**config.mk**
```make
export PLATFORM = sky130hd
export DESIGN_NAME = byte_lane_unit
export DESIGN_NICKNAME = d
export VERILOG_FILES = /design/src/rtl/byte_lane_unit.sv
export SDC_FILE = /design/constraint.sdc
export NUM_CORES = 1
export LEC_CHECK = 0
export CORE_UTILIZATION = 53
export CTS_BUF_LIST = sky130_fd_sc_hd__clkbuf_8
export CTS_CLUSTER_DIAMETER = 100
export DETAILED_ROUTE_END_ITERATION = 8
export GPL_ROUTABILITY_DRIVEN = 0
export PLACE_DENSITY = 0.95
export SLEW_MARGIN = 20
export SYNTH_ARGS = -nofsm -noshare
export SYNTH_HDL_FRONTEND = slang
export SYNTH_SLANG_ARGS = --single-unit
```
**constraint.sdc**
```tcl
create_clock -name clk -period 7.7 [get_ports clk]
set_input_delay 1.155 -clock clk [delete_from_list [all_inputs] [get_ports clk]]
set_output_delay 1.155 -clock clk [all_outputs]
set_load 0.01 [all_outputs]
```
**src/rtl/byte_lane_unit.sv**
```systemverilog
// byte_lane_unit
// Lane extract/insert unit with a two-stage valid/ready pipeline.
//   GETZ : zero-extended lane idx of opb
//   GETS : sign-extended lane idx of opb
//   PUT  : opd with lane idx replaced by opb[LANE-1:0]
//   REV  : opb with lane order reversed (idx ignored)
// An out-of-range idx gives res = 0 for GETZ/GETS and res = opd for PUT.
// It also raises oor.
// Ports:
//   clk, reset            clock, synchronous active-high reset
//   in_valid / in_ready   request handshake
//   op, opd, opb, idx     request fields
//   out_valid / out_ready result handshake
//   res, zf, oor          result, zero flag, index-out-of-range flag
module byte_lane_unit #(
    parameter int WIDTH = 32,
    parameter int LANE  = 8
) (
    input  logic             clk,
    input  logic             reset,
    input  logic             in_valid,
    output logic             in_ready,
    input  logic [1:0]       op,
    input  logic [WIDTH-1:0] opd,
    input  logic [WIDTH-1:0] opb,
    input  logic [WIDTH-1:0] idx,
    output logic             out_valid,
    input  logic             out_ready,
    output logic [WIDTH-1:0] res,
    output logic             zf,
    output logic             oor
);
    localparam int NL   = WIDTH / LANE;
    localparam int IDXW = (NL > 1) ? $clog2(NL) : 1;

    localparam logic [1:0] OP_GETZ = 2'b00;
    localparam logic [1:0] OP_GETS = 2'b01;
    localparam logic [1:0] OP_PUT  = 2'b10;
    localparam logic [1:0] OP_REV  = 2'b11;

    // Stage 1 registers
    logic            r_s1_valid;
    logic [1:0]      r_s1_op;
    logic [WIDTH-1:0] r_s1_opd;
    logic [WIDTH-1:0] r_s1_opb;
    logic            r_s1_bad;
    logic [IDXW-1:0] r_s1_idx;

    // Stage 2 registers
    logic            r_s2_valid;
    logic [WIDTH-1:0] r_s2_res;
    logic            r_s2_zf;
    logic            r_s2_oor;

    logic w_s2_adv;
    logic w_s1_adv;
    logic w_in_bad;

    assign w_s2_adv = !r_s2_valid || out_ready;
    assign w_s1_adv = !r_s1_valid || w_s2_adv;
    assign in_ready = !reset && w_s1_adv;

    // The full-width compare also catches any set bit above the truncated index.
    assign w_in_bad = (idx >= WIDTH'(NL));

    always_ff @(posedge clk) begin
        if (reset) begin
            r_s1_valid <= 1'b0;
        end else if (w_s1_adv) begin
            r_s1_valid <= in_valid;
            if (in_valid) begin
                r_s1_op  <= op;
                r_s1_opd <= opd;
                r_s1_opb <= opb;
                r_s1_bad <= w_in_bad;
                r_s1_idx <= idx[IDXW-1:0];
            end
        end
    end

    // Lane view and reversed word of the stage-1 source operand
    logic [LANE-1:0]  w_lane [NL];
    logic [WIDTH-1:0] w_rev;

    generate
        for (genvar gi = 0; gi < NL; gi++) begin : g_lane
            assign w_lane[gi] = r_s1_opb[gi*LANE +: LANE];
            assign w_rev[gi*LANE +: LANE] = r_s1_opb[(NL-1-gi)*LANE +: LANE];
        end
    endgenerate

    logic [LANE-1:0]  w_sel;
    logic [WIDTH-1:0] w_put;
    logic [WIDTH-1:0] w_res;
    logic             w_oor;

    always_comb begin
        w_sel = '0;
        w_put = r_s1_opd;
        // A decoded mux avoids indexing past NL when NL is not a power of two.
        for (int k = 0; k < NL; k++) begin
            if (r_s1_idx == IDXW'(k)) begin
                w_sel = w_lane[k];
                if (!r_s1_bad) begin
                    w_put[k*LANE +: LANE] = r_s1_opb[LANE-1:0];
                end
            end
        end
        w_oor = 1'b0;
        case (r_s1_op)
            OP_GETZ: begin
                w_res = r_s1_bad ? '0 : {{(WIDTH-LANE){1'b0}}, w_sel};
                w_oor = r_s1_bad;
            end
            OP_GETS: begin
                w_res = r_s1_bad ? '0 : {{(WIDTH-LANE){w_sel[LANE-1]}}, w_sel};
                w_oor = r_s1_bad;
            end
            OP_PUT: begin
                w_res = w_put;
                w_oor = r_s1_bad;
            end
            default: begin
                w_res = w_rev;
            end
        endcase
    end

    always_ff @(posedge clk) begin
        if (reset) begin
            r_s2_valid <= 1'b0;
            r_s2_res   <= '0;
            r_s2_zf    <= 1'b0;
            r_s2_oor   <= 1'b0;
        end else if (w_s2_adv) begin
            r_s2_valid <= r_s1_valid;
            if (r_s1_valid) begin
                r_s2_res <= w_res;
                r_s2_zf  <= (w_res == '0);
                r_s2_oor <= w_oor;
            end
        end
    end

    assign out_valid = r_s2_valid;
    assign res       = r_s2_res;
    assign zf        = r_s2_zf;
    assign oor       = r_s2_oor;

endmodule
```
**After elaboration in Yosys (flattened, before gate mapping)**

Index checks and enable logic that the tools add are counted.
Widths: inputs -> output; s select.

- Register bits after elaboration: 105
- Output and inout port bits: 36
- Logic and storage cells: 45

- Equality and inequality tests: 5
- Muxes and demuxes: 16
- $lt $le $gt $ge: 1
- Bitwise logic cells: 1
- Reductions and logical operators: 12

Operator list:

| kind | number |
|---|---|
| $mux 8 | 13 |
| $pmux 32 s3 | 1 |
| $ge 32x3->1 const B | 1 |
| $logic_not 32->1 | 1 |
| $mux 32 | 1 |
| $eq 2x2->1 const B | 3 |
| $eq 2x1->1 const B | 2 |
| $logic_not 2->1 | 2 |
| $logic_not 1->1 | 3 |
| $reduce_and 3->1 | 1 |
| $reduce_or 3->1 | 1 |
| $logic_or 1x1->1 | 2 |
| $reduce_and 2->1 | 1 |
| $logic_and 1x1->1 | 1 |
| $mux 1 | 1 |
| $not 1->1 | 1 |

**Logic depth before layout (Yosys ltp)**

Gate-level depths: netlist of the first run.

- Depth in word-level cells: 8
- Mapped depth: 8

**Worst setup path after synthesis of the first run**

No wires, ideal clock.

- Path kind: in2reg
- From: input port reset
- To: register r_s1_bad, enable pin
- Buffers on the path: 1
- Cell stages on the path: 3
- Data arrival time: 3.268 ns
- Slack: 3.998 ns
- Setup time: 0.434 ns
- Cell sequence: clkbuf_1 a21oi_1 and2_1

- Longest elaborated chain between the ends: 2

RTL lines:

| item | line | RTL |
|---|---|---|
| start: declaration | 20 | `input logic reset,` |
| $not 1->1 (no line) | -- |  |
| $reduce_and 3->1 (no line) | -- |  |
| end signal: assignment | 75 | `r_s1_bad <= w_in_bad;` |
| end: declaration | 46 | `logic r_s1_bad;` |

No other way between the ends.
A chain may end at the register's enable or synchronous reset.

**Final worst setup path of the first run**

- From: input port reset
- To: output port in_ready

- Longest elaborated chain between the ends: 2

RTL lines:

| item | line | RTL |
|---|---|---|
| $logic_not 1->1 | 61 | `assign in_ready = !reset && w_s1_adv;` |
| $logic_and 1x1->1 | 61 |  |
| end: declaration | 22 | `output logic in_ready,` |

No other way between the ends.

==> results of run 1 <==
==> worst reg2reg max path, cell delays in order, from the launching register on <==
cell       delay (ns)
edfxtp_1         1.01
clkinv_1         0.57
a2111oi_0        0.94
nor2_1           0.11
a211oi_1         0.29
==> state kept, by name (all words and copies together) (netlist names) <==
signal and cells:
r_s1_op 2, r_s1_opb 32, oor 1, res 32
r_s1_bad 1, zf 1, r_s1_valid 1, r_s1_opd 32
r_s1_idx 2, out_valid 1
==> synthesized netlist by cell type (2+ instances only) <==
master     number
edfxtp_1       69
nor2_1         57
nand2_1        38
nor3_1         37
dfxtp_1        36
a21oi_1        22
clkbuf_1       21
o21ai_0        20
a211oi_1       16
mux2_2         10
nor4_1         10
mux4_2          6
o22ai_1         6
o31ai_1         6
buf_2           5
nor2b_1         5
nand2b_1        4
nand3_1         4
a221oi_1        3
a2bb2oi_1       3
buf_1           3
mux2i_1         3
nand4_1         3
or3_1           3
a32oi_1         2
and2_1          2
inv_1           2
nor3b_1         2
nor3b_2         2
==> power breakdown <==
part	leakage (uW)	switching [uW]	total (uW)	internal, uW
Combinational	0.00107	72.7	166	93.5
Sequential	0.000943	21.0	650	629
Clock	0.000117	180	361	182
Total	0.00213	273	1180	904
==> metal layers <==
metal  part of all wire [%]  global-route usage (%)
met5                      0                       0
met4                    4.9                    15.2
met3                     12                    6.40
met1                     36                    32.8
met2                     47                    45.5
==> cell type report <==
class                      instances  area, um^2  share of cell area [%]
clock buffer                       9         124                    1.97
timing repair buffer             143        1420                    22.5
clock inverter                     7        87.6                    1.39
inverter                           3        11.3                   0.179
sequential                       105        2790                    44.4
multi-input combinational        283        1720                    27.4
tap                              105         131                    2.09
==> cell families after synthesis <==
group | count (synthesis) | share of synthesized area (%)
multiplexers | 20 | 6.53
AO/OA/AOI/OAI | 88 | 12.3
buffers and inverters | 34 | 3.12
flip-flops | 105 | 60.0
AND/OR/NAND/NOR | 175 | 18.1
==> stage by stage <==
stage	utilization, %	total power [uW]
detailed placement	72.8	826
floorplan	-	730
global placement	72.8	818
finish	75.4	1180
CTS	75.4	1180
global route	75.4	1210
==> worst max path at each step <==
stage                      from       end  slack, ns  cells after the start
after floorplan           reset  r_s1_bad       4.00                      3
after global placement    reset  in_ready       4.02                      4
after detailed placement  reset  in_ready       3.97                      4
after CTS                 reset  in_ready       3.97                      4
after global routing      reset  in_ready       3.91                      4
final                     reset  in_ready       3.97                      4
==> reports/qor.csv, run 1 <==
metric;value;unit
Hold Path Depth;2;
clk_lat worst skew;0.38;ns
cells along the critical path;clkdlybuf4s50_1 > buf_4 > a21oi_1 > clkdlybuf4s50_1;
syn nets;524;
fillcell total;530;
Die Wd;95.7;um
minimum clock period;3.73;ns
Hold Crit Start;res[0];
max_slew headroom;29.3;%
die area;9170;um^2
Synth area leader;edfxtp_1;
wire per inst;18.4;um
main flop type after synthesis;edfxtp_1;
cts hold-fix bufs;0;
synthesized flop and latch total;105;
Reg2Reg Depth;4;
pre-CTS setup slack;3.97;ns
post-route design area;6290;um^2
nets;647;
most frequent cells in the layout;clkdlybuf4s50_1, edfxtp_1, nor2_1, nand2_1, nor3_1;
R2R Path Start;r_s1_op[1];
Final Worst Setup Slack;3.97;ns
total grt overflow;0;
total wire length;12100;um
Top cell by count, worst path;clkdlybuf4s50_1;
Post-Synthesis Mean Instance Area;11.0;um^2
Layout Cells excl Fill;655;
top-area cell type share of the netlist area;44.5;%
crit path buf inv count;3;
core area;8340;um^2
Reg clk slew, reported paths;0.09;ns
Die Y;95.7;um
Final Hold Fails;0;
initial core utilization;55.8;%
skew final;0.0133;ns
FF-to-FF setup slack;4.70;ns
first-pass iteration count of the detailed router;7;
GRT Total Usage;27.3;%
dpl cell area;6070;um^2
Final Slew Violations;0;
global-route wire length before repair;18300;um
share of cells above drive strength 1;7.82;%
Max-Cap Viols;0;
Worst Tran Pin Value;1.03;ns
Initial DRC Count;563;
Longest Clk Path Bufs;2;
worst-path fanout max;38;
post-CTS sizing;0;
initial antenna violation count;0;
DRC errors left;0;
number of global-route vias before repair;3783;
Diodes inserted;0;
Clock H-tree levels;3;
Ys Warns;0;
Fmax achieved;0.268;GHz
worst path arrival time;2.57;ns
hold slack final;0.462;ns
Setup-failing EPs final;0;
hpwl dp;9010;um
leakage;0.00213;uW
Crit Reg-Reg Endpoint;res[3];
Placed Cells;639;
post-route clock period utilization;48.4;%
Post-Synthesis Cell Area;4660;um^2
clk sinks;105;
P per Cell Area;187;nW/um^2
RSZ-0062 raised after global routing;false;
worst min path class;flop to flop;
Setup CP Type;primary input to output port;
top post-synthesis cells by area;edfxtp_1, dfxtp_1, nor2_1;
postcts setup bufs;0;
commonest non-fill, non-tap cell in the layout;clkdlybuf4s50_1;
Largest delay share family, worst path;buffers and inverters;
Synth cell types;51;
Post-synth EDFFs;69;
root buffer cell;clkbuf_8;
sequential area share after synthesis;60.0;%
Via-to-Cell Ratio;6.15;
setup_tns;0;ns
CP Launch Type;primary input;
hold endpoint;res[0];
Antenna Violating Nets Remaining;0;
IO Port Bufs;137;
TritonCTS Buffers;9;
async set-reset flop share out of synthesis;0;%
area delta synth->final;35.0;%
Post-Synthesis Cells;422;
vias;4029;
Worst EP required;6.55;ns
Worst path max stage delay;0.57;ns
Worst setup EP type;output port;
Row Count;33;
Ports;138;
TritonCTS clock tree;yes;
largest net degree at the start of global routing;70;
Crit-path slowest cell;clkdlybuf4s50_1;
VDD IR max;0.000157;V
outcome;completed;
(Power assumes the default switching activity.)
==> run 2, diff against run 1 <==
--- a/config.mk
+++ b/config.mk
@@ -5,12 +5,12 @@
 export SDC_FILE = /design/constraint.sdc
 export NUM_CORES = 1
 export LEC_CHECK = 0
-export CORE_UTILIZATION = 53
+export CORE_UTILIZATION = 49
 export CTS_BUF_LIST = sky130_fd_sc_hd__clkbuf_8
 export CTS_CLUSTER_DIAMETER = 100
 export DETAILED_ROUTE_END_ITERATION = 8
 export GPL_ROUTABILITY_DRIVEN = 0
-export PLACE_DENSITY = 0.95
+export PLACE_DENSITY = 0.9
 export SLEW_MARGIN = 20
 export SYNTH_ARGS = -nofsm -noshare
 export SYNTH_HDL_FRONTEND = slang
==> constraint.sdc (replaced) <==
create_clock -name clk -period 3.57 [get_ports clk]
set_input_delay 0.5355 -clock clk [delete_from_list [all_inputs] [get_ports clk]]
set_output_delay 0.5355 -clock clk [all_outputs]
set_load 0.01 [all_outputs]
==> run 2 against run 1 <==
  * Clock skew grew 0.0014 ns
  * Hold slack gained 0.00080 ns
  * Sequential share of layout area shrank 0.31 points
  * Cell count grew 3.8%
  * Sequential cell count is the same
  * Critical endpoint is now zf
  * Highest routed layer unchanged
==> reports/qor.csv, run 2 (synthesized netlist as in run 1, its figures left out) <==
metric;value;unit;change
root buffer cell;clkbuf_8;;unchanged
share of cells above drive strength 1;8.17;%;was 7.82%
Final Hold Fails;0;;unchanged
internal power;1910;uW;was 904 uW
Longest Clk Path Bufs;2;;unchanged
Die Wd;99.5;um;was 95.7 um
Die Y;99.5;um;was 95.7 um
die area;9900;um^2;was 9170 um^2
Worst EP required;3.85;ns;was 6.55 ns
Final Slew Violations;0;;unchanged
outcome;completed;;unchanged
minimum clock period;2.77;ns;
Clock H-tree levels;3;;unchanged
Layout Cells excl Fill;680;;was 655
most frequent cells in the layout;clkdlybuf4s50_1, edfxtp_1, nor2_1, nand2_1, nor3_1;;unchanged
number of global-route vias before repair;3921;;was 3783
Diodes inserted;0;;unchanged
nets;648;;was 647
global-route wire length before repair;19700;um;was 18300 um
CP Launch Type;flop;;was primary input
Row Count;35;;was 33
area delta synth->final;35.9;%;was 35.0%
Worst setup EP type;flop;;was output port
largest net degree at the start of global routing;48;;was 70
Via-to-Cell Ratio;5.96;;was 6.15
cts hold-fix bufs;0;;unchanged
IO Port Bufs;137;;unchanged
TritonCTS Buffers;9;;unchanged
commonest non-fill, non-tap cell in the layout;clkdlybuf4s50_1;;unchanged
worst path arrival time;3.05;ns;was 2.57 ns
vias;4053;;was 4029
P_sw;608;uW;was 273 uW
hpwl dp;9680;um;was 9010 um
Setup-failing EPs final;0;;unchanged
Fmax achieved;0.361;GHz;
DRC errors left;0;;unchanged
skew final;0.0147;ns;was 0.0133 ns
worst-path fanout max;30;;was 38
clk sinks;105;;unchanged
Initial DRC Count;535;;was 563
sw frac;24.2;%;was 23.2%
RSZ-0062 raised after global routing;false;;unchanged
GRT Total Usage;26.5;%;was 27.3%
clk_lat worst skew;0.37;ns;was 0.38 ns
P per Cell Area;398;nW/um^2;was 187 nW/um^2
register share of total power;55.7;%;was 55.2%
Ports;138;;unchanged
wire per inst;18.7;um;was 18.4 um
post-CTS sizing;0;;unchanged
first-pass iteration count of the detailed router;6;;was 7
setup_tns;0;ns;unchanged
total grt overflow;0;;unchanged
postcts setup bufs;0;;unchanged
Max-Cap Viols;0;;unchanged
VDD IR max;0.000207;V;was 0.000157 V
post-route clock period utilization;77.6;%;
core area;9240;um^2;was 8340 um^2
TritonCTS clock tree;yes;;unchanged
Antenna Violating Nets Remaining;0;;unchanged
leakage;0.00213;uW;about the same
worst min path class;flop to flop;;unchanged
initial antenna violation count;0;;unchanged
total wire length;12700;um;was 12100 um
initial core utilization;50.4;%;was 55.8%
Setup CP Type;flop to flop;;was primary input to output port
clock network power share;29.8;%;was 30.7%
Reg clk slew, reported paths;0.09;ns;about the same
Placed Cells;664;;was 639
Worst Tran Pin Value;0.950;ns;was 1.03 ns
Comb power frac;14.5;%;was 14.1%
max_slew headroom;36.7;%;was 29.3%
-- run 2: path summary, 6_finish.rpt --
check        endpoint  slack [ns]        from  depth (start not counted)
max                zf        0.80  r_s1_op[0]                          6
min           res[24]        0.46     res[24]                          2
max reg2reg        zf        0.80  r_s1_op[0]                          6
min reg2reg   res[24]        0.46     res[24]                          2
-- run 2: per-layer routing --
metal / vias to the layer above / GRT usage [%] / wire length (um)
li1: 1832 / - / -
met1: 1813 / 32.3 / 4570
met2: 345 / 45.1 / 6180
met3: 63 / 5.69 / 1430
met4: 0 / 12.8 / 529
met5: - / 0 / 0
-- run 2: final cells by class --
| type | instances | area [um^2] |
|---|---|---|
| Inverter | 3 | 11.3 |
| Clock buffer | 10 | 138 |
| Fill cell | 646 | 2910 |
| Clock inverter | 6 | 67.6 |
| Timing Repair Buffer | 144 | 1440 |
| Multi-Input combinational cell | 283 | 1720 |
| Tap cell | 129 | 161 |
| Sequential cell | 105 | 2790 |
-- run 2: critical path, stage by stage (launching register included) --
cell      delay (ns)
edfxtp_1        0.97
inv_1           0.52
o21ai_0         0.36
a211oi_1        0.12
nor4_1          0.35
nand4_1         0.14
o31ai_1         0.23
-- run 2: power groups by stage --
stage | Clock, uW | Sequential (uW) | Combinational (uW)
global placement | 0 | 1430 | 349
global route | 810 | 1410 | 387
detailed placement | 0 | 1430 | 358
CTS | 756 | 1400 | 360
finish | 750 | 1400 | 364
floorplan | 0 | 1420 | 155
-- run 2: per-stage QoR --
step	hold WS, ns	instance area [um^2]	power [uW]	util (%)	worst slack (ns)
floorplan	0.476	4660	1570	-	0.487
global placement	0.447	6120	1770	66.3	1.13
detailed placement	0.446	6120	1790	66.3	0.943
CTS	0.461	6330	2520	68.5	0.912
global route	0.475	6330	2610	68.5	0.579
finish	0.463	6330	2520	68.5	0.799
==> run 3, diff against run 2 <==
--- a/config.mk
+++ b/config.mk
@@ -5,12 +5,12 @@
 export SDC_FILE = /design/constraint.sdc
 export NUM_CORES = 1
 export LEC_CHECK = 0
-export CORE_UTILIZATION = 49
+export CORE_UTILIZATION = 44
 export CTS_BUF_LIST = sky130_fd_sc_hd__clkbuf_8
 export CTS_CLUSTER_DIAMETER = 100
 export DETAILED_ROUTE_END_ITERATION = 8
 export GPL_ROUTABILITY_DRIVEN = 0
-export PLACE_DENSITY = 0.9
+export PLACE_DENSITY = 0.85
 export SLEW_MARGIN = 20
 export SYNTH_ARGS = -nofsm -noshare
 export SYNTH_HDL_FRONTEND = slang
==> constraint.sdc (replaced) <==
create_clock -name clk -period 2.45 [get_ports clk]
set_input_delay 0.3675 -clock clk [delete_from_list [all_inputs] [get_ports clk]]
set_output_delay 0.3675 -clock clk [all_outputs]
set_load 0.01 [all_outputs]
==> run 3 against run 2 <==
  * The flow now finishes with violations (setup timing)
  * Sequential share of layout area down 0.95 points
  * Critical endpoint is now res[3]
  * Wire length up 5.5%
  * Critical path depth unchanged
==> reports/qor.csv, run 3 (synthesized netlist as in run 1, its figures left out) <==
metric;value;unit;change
area delta synth->final;38.9;%;was 35.9%
skew final;0.0108;ns;was 0.0147 ns
wire per inst;19.0;um;was 18.7 um
Worst Tran Pin Value;0.787;ns;was 0.950 ns
dpl cell area;6220;um^2;was 6120 um^2
violated checks;setup timing;;
die area;11000;um^2;was 9900 um^2
Hold Crit Start;res[26];;was res[24]
area occupied by registers;2790;um^2;unchanged
Reg clk slew, reported paths;0.10;ns;was 0.09 ns
Reg2Reg Depth;6;;unchanged
Final Worst Setup Slack;-0.0615;ns;was 0.799 ns
FF-to-FF setup slack;-0.06;ns;was 0.80 ns
TritonCTS Buffers;9;;unchanged
Initial DRC Count;737;;was 535
most frequent cells in the layout;clkdlybuf4s50_1, edfxtp_1, nor2_1, nand2_1, nor3_1;;unchanged
post-route design area;6470;um^2;was 6330 um^2
TritonCTS clock tree;yes;;unchanged
Antenna Violating Nets Remaining;0;;unchanged
clk_lat worst skew;0.37;ns;about the same
Longest Clk Path Bufs;2;;unchanged
Ports;138;;unchanged
hold endpoint;res[26];;was res[24]
global-route wire length before repair;20600;um;was 19700 um
nets;668;;was 648
number of global-route vias before repair;4064;;was 3921
stages on the worst setup path;6;;unchanged
GRT Total Usage;24.3;%;was 26.5%
commonest non-fill, non-tap cell in the layout;clkdlybuf4s50_1;;unchanged
outcome;finished with violations;;was completed
cells along the critical path;buf_4 > nor2_1 > a2111oi_1 > buf_4 > nor2_1 > a211oi_1;;was inv_1 > o21ai_0 > a211oi_1 > nor4_1 > nand4_1 > o31ai_1
Max-Cap Viols;0;;unchanged
hpwl dp;9830;um;was 9680 um
VDD IR max;0.000261;V;was 0.000207 V
fillcell total;836;;was 646
largest net degree at the start of global routing;70;;was 48
Clock H-tree levels;3;;unchanged
clk sinks;105;;unchanged
Worst setup EP type;flop;;unchanged
Largest delay share family, worst path;compound AO/OA/AOI/OAI gates;;was flip-flops
IO Port Bufs;137;;unchanged
Worst path max stage delay;0.71;ns;was 0.97 ns
setup_tns;-0.0799;ns;was 0 ns
Setup CP Type;flop to flop;;unchanged
Setup-failing EPs final;2;;was 0
total grt overflow;0;;unchanged
initial core utilization;45.3;%;was 50.4%
core area;10300;um^2;was 9240 um^2
Final Slew Violations;0;;unchanged
crit path buf inv count;2;;was 1
CP Launch Type;flop;;unchanged
P per Cell Area;544;nW/um^2;was 398 nW/um^2
max_slew headroom;47.4;%;was 36.7%
multi-input logic area;1740;um^2;was 1720 um^2
worst path arrival time;2.80;ns;was 3.05 ns
cts hold-fix bufs;0;;unchanged
Fmax achieved;0.398;GHz;was 0.361 GHz
hold slack final;0.467;ns;was 0.463 ns
post-route clock period utilization;103;%;was 77.6%
initial antenna violation count;0;;unchanged
first-pass iteration count of the detailed router;5;;was 6
worst min path class;flop to flop;;unchanged
Worst EP required;2.74;ns;was 3.85 ns
Diodes inserted;0;;unchanged
vias;4216;;was 4053
worst-path fanout max;22;;was 30
Via-to-Cell Ratio;5.96;;about the same
DRC errors left;0;;unchanged
Die Y;105;um;was 99.5 um
Crit-path slowest cell;edfxtp_1;;unchanged
R2R Path Start;r_s1_op[0];;unchanged
minimum clock period;2.51;ns;was 2.77 ns
Final Hold Fails;0;;unchanged
share of cells above drive strength 1;11.7;%;was 8.17%
Die Wd;105;um;was 99.5 um
leakage;0.00220;uW;was 0.00213 uW
Hold Path Depth;2;;unchanged
Crit Reg-Reg Endpoint;res[3];;was zf
total wire length;13400;um;was 12700 um
root buffer cell;clkbuf_8;;unchanged
Row Count;37;;was 35
-- run 3: worst register-to-register path, cell delays in order (launching register included) --
cell and delay, ns:
edfxtp_1 0.71, buf_4 0.36, nor2_1 0.13, a2111oi_1 0.71, buf_4 0.24, nor2_1 0.04, a211oi_1 0.23
-- run 3: per-stage QoR --
step / total power [uW] / util [%] / instances / worst slack [ns]
2_1_floorplan: 2290 / - / 422 / 0.280
3_3_place_gp: 2600 / 60.6 / 683 / 0.139
3_5_place_dp: 2620 / 60.6 / 683 / 0.0964
4_1_cts: 3500 / 62.2 / 699 / 0.0722
5_1_grt: 3640 / 62.9 / 707 / -0.264
6_report: 3520 / 62.9 / 707 / -0.0615
-- run 3: how the worst max path moves through the flow --
stage               end  slack (ns)        start
2_1_floorplan  r_s1_bad        0.28        reset
3_3_place_gp     res[3]        0.14   r_s1_op[0]
3_5_place_dp     res[3]         0.1  r_s1_idx[0]
4_1_cts          res[3]        0.07  r_s1_idx[0]
5_1_grt          res[3]       -0.26   r_s1_op[0]
6_report         res[3]       -0.06   r_s1_op[0]
-- run 3: report_power, final --
group          internal, uW  switching, uW  leakage (uW)
logic                   314            253       0.00118
registers              1980           57.7      0.000943
clock network           358            555     0.0000853
-- run 3: layout make-up --
cell class | count | area share, %
Sequential cell | 105 | 43.2
Multi-Input combinational cell | 283 | 26.9
Timing Repair Buffer | 163 | 24.4
Tap cell | 136 | 2.63
Clock buffer | 9 | 1.91
Clock inverter | 7 | 0.619
Inverter | 3 | 0.232
Timing Repair inverter | 1 | 0.0774
-- run 3: routing by layer --
metal,share of wire (%),global-route usage (%)
met4,4.7,11.3
met3,11,4.93
met2,47,40.4
met5,0,0
met1,37,30.5
-- run 3: repair_timing --
action	in CTS	in global routing
setup endpoints to repair	0	3
gates resized for setup	0	6
buffers inserted	0	7
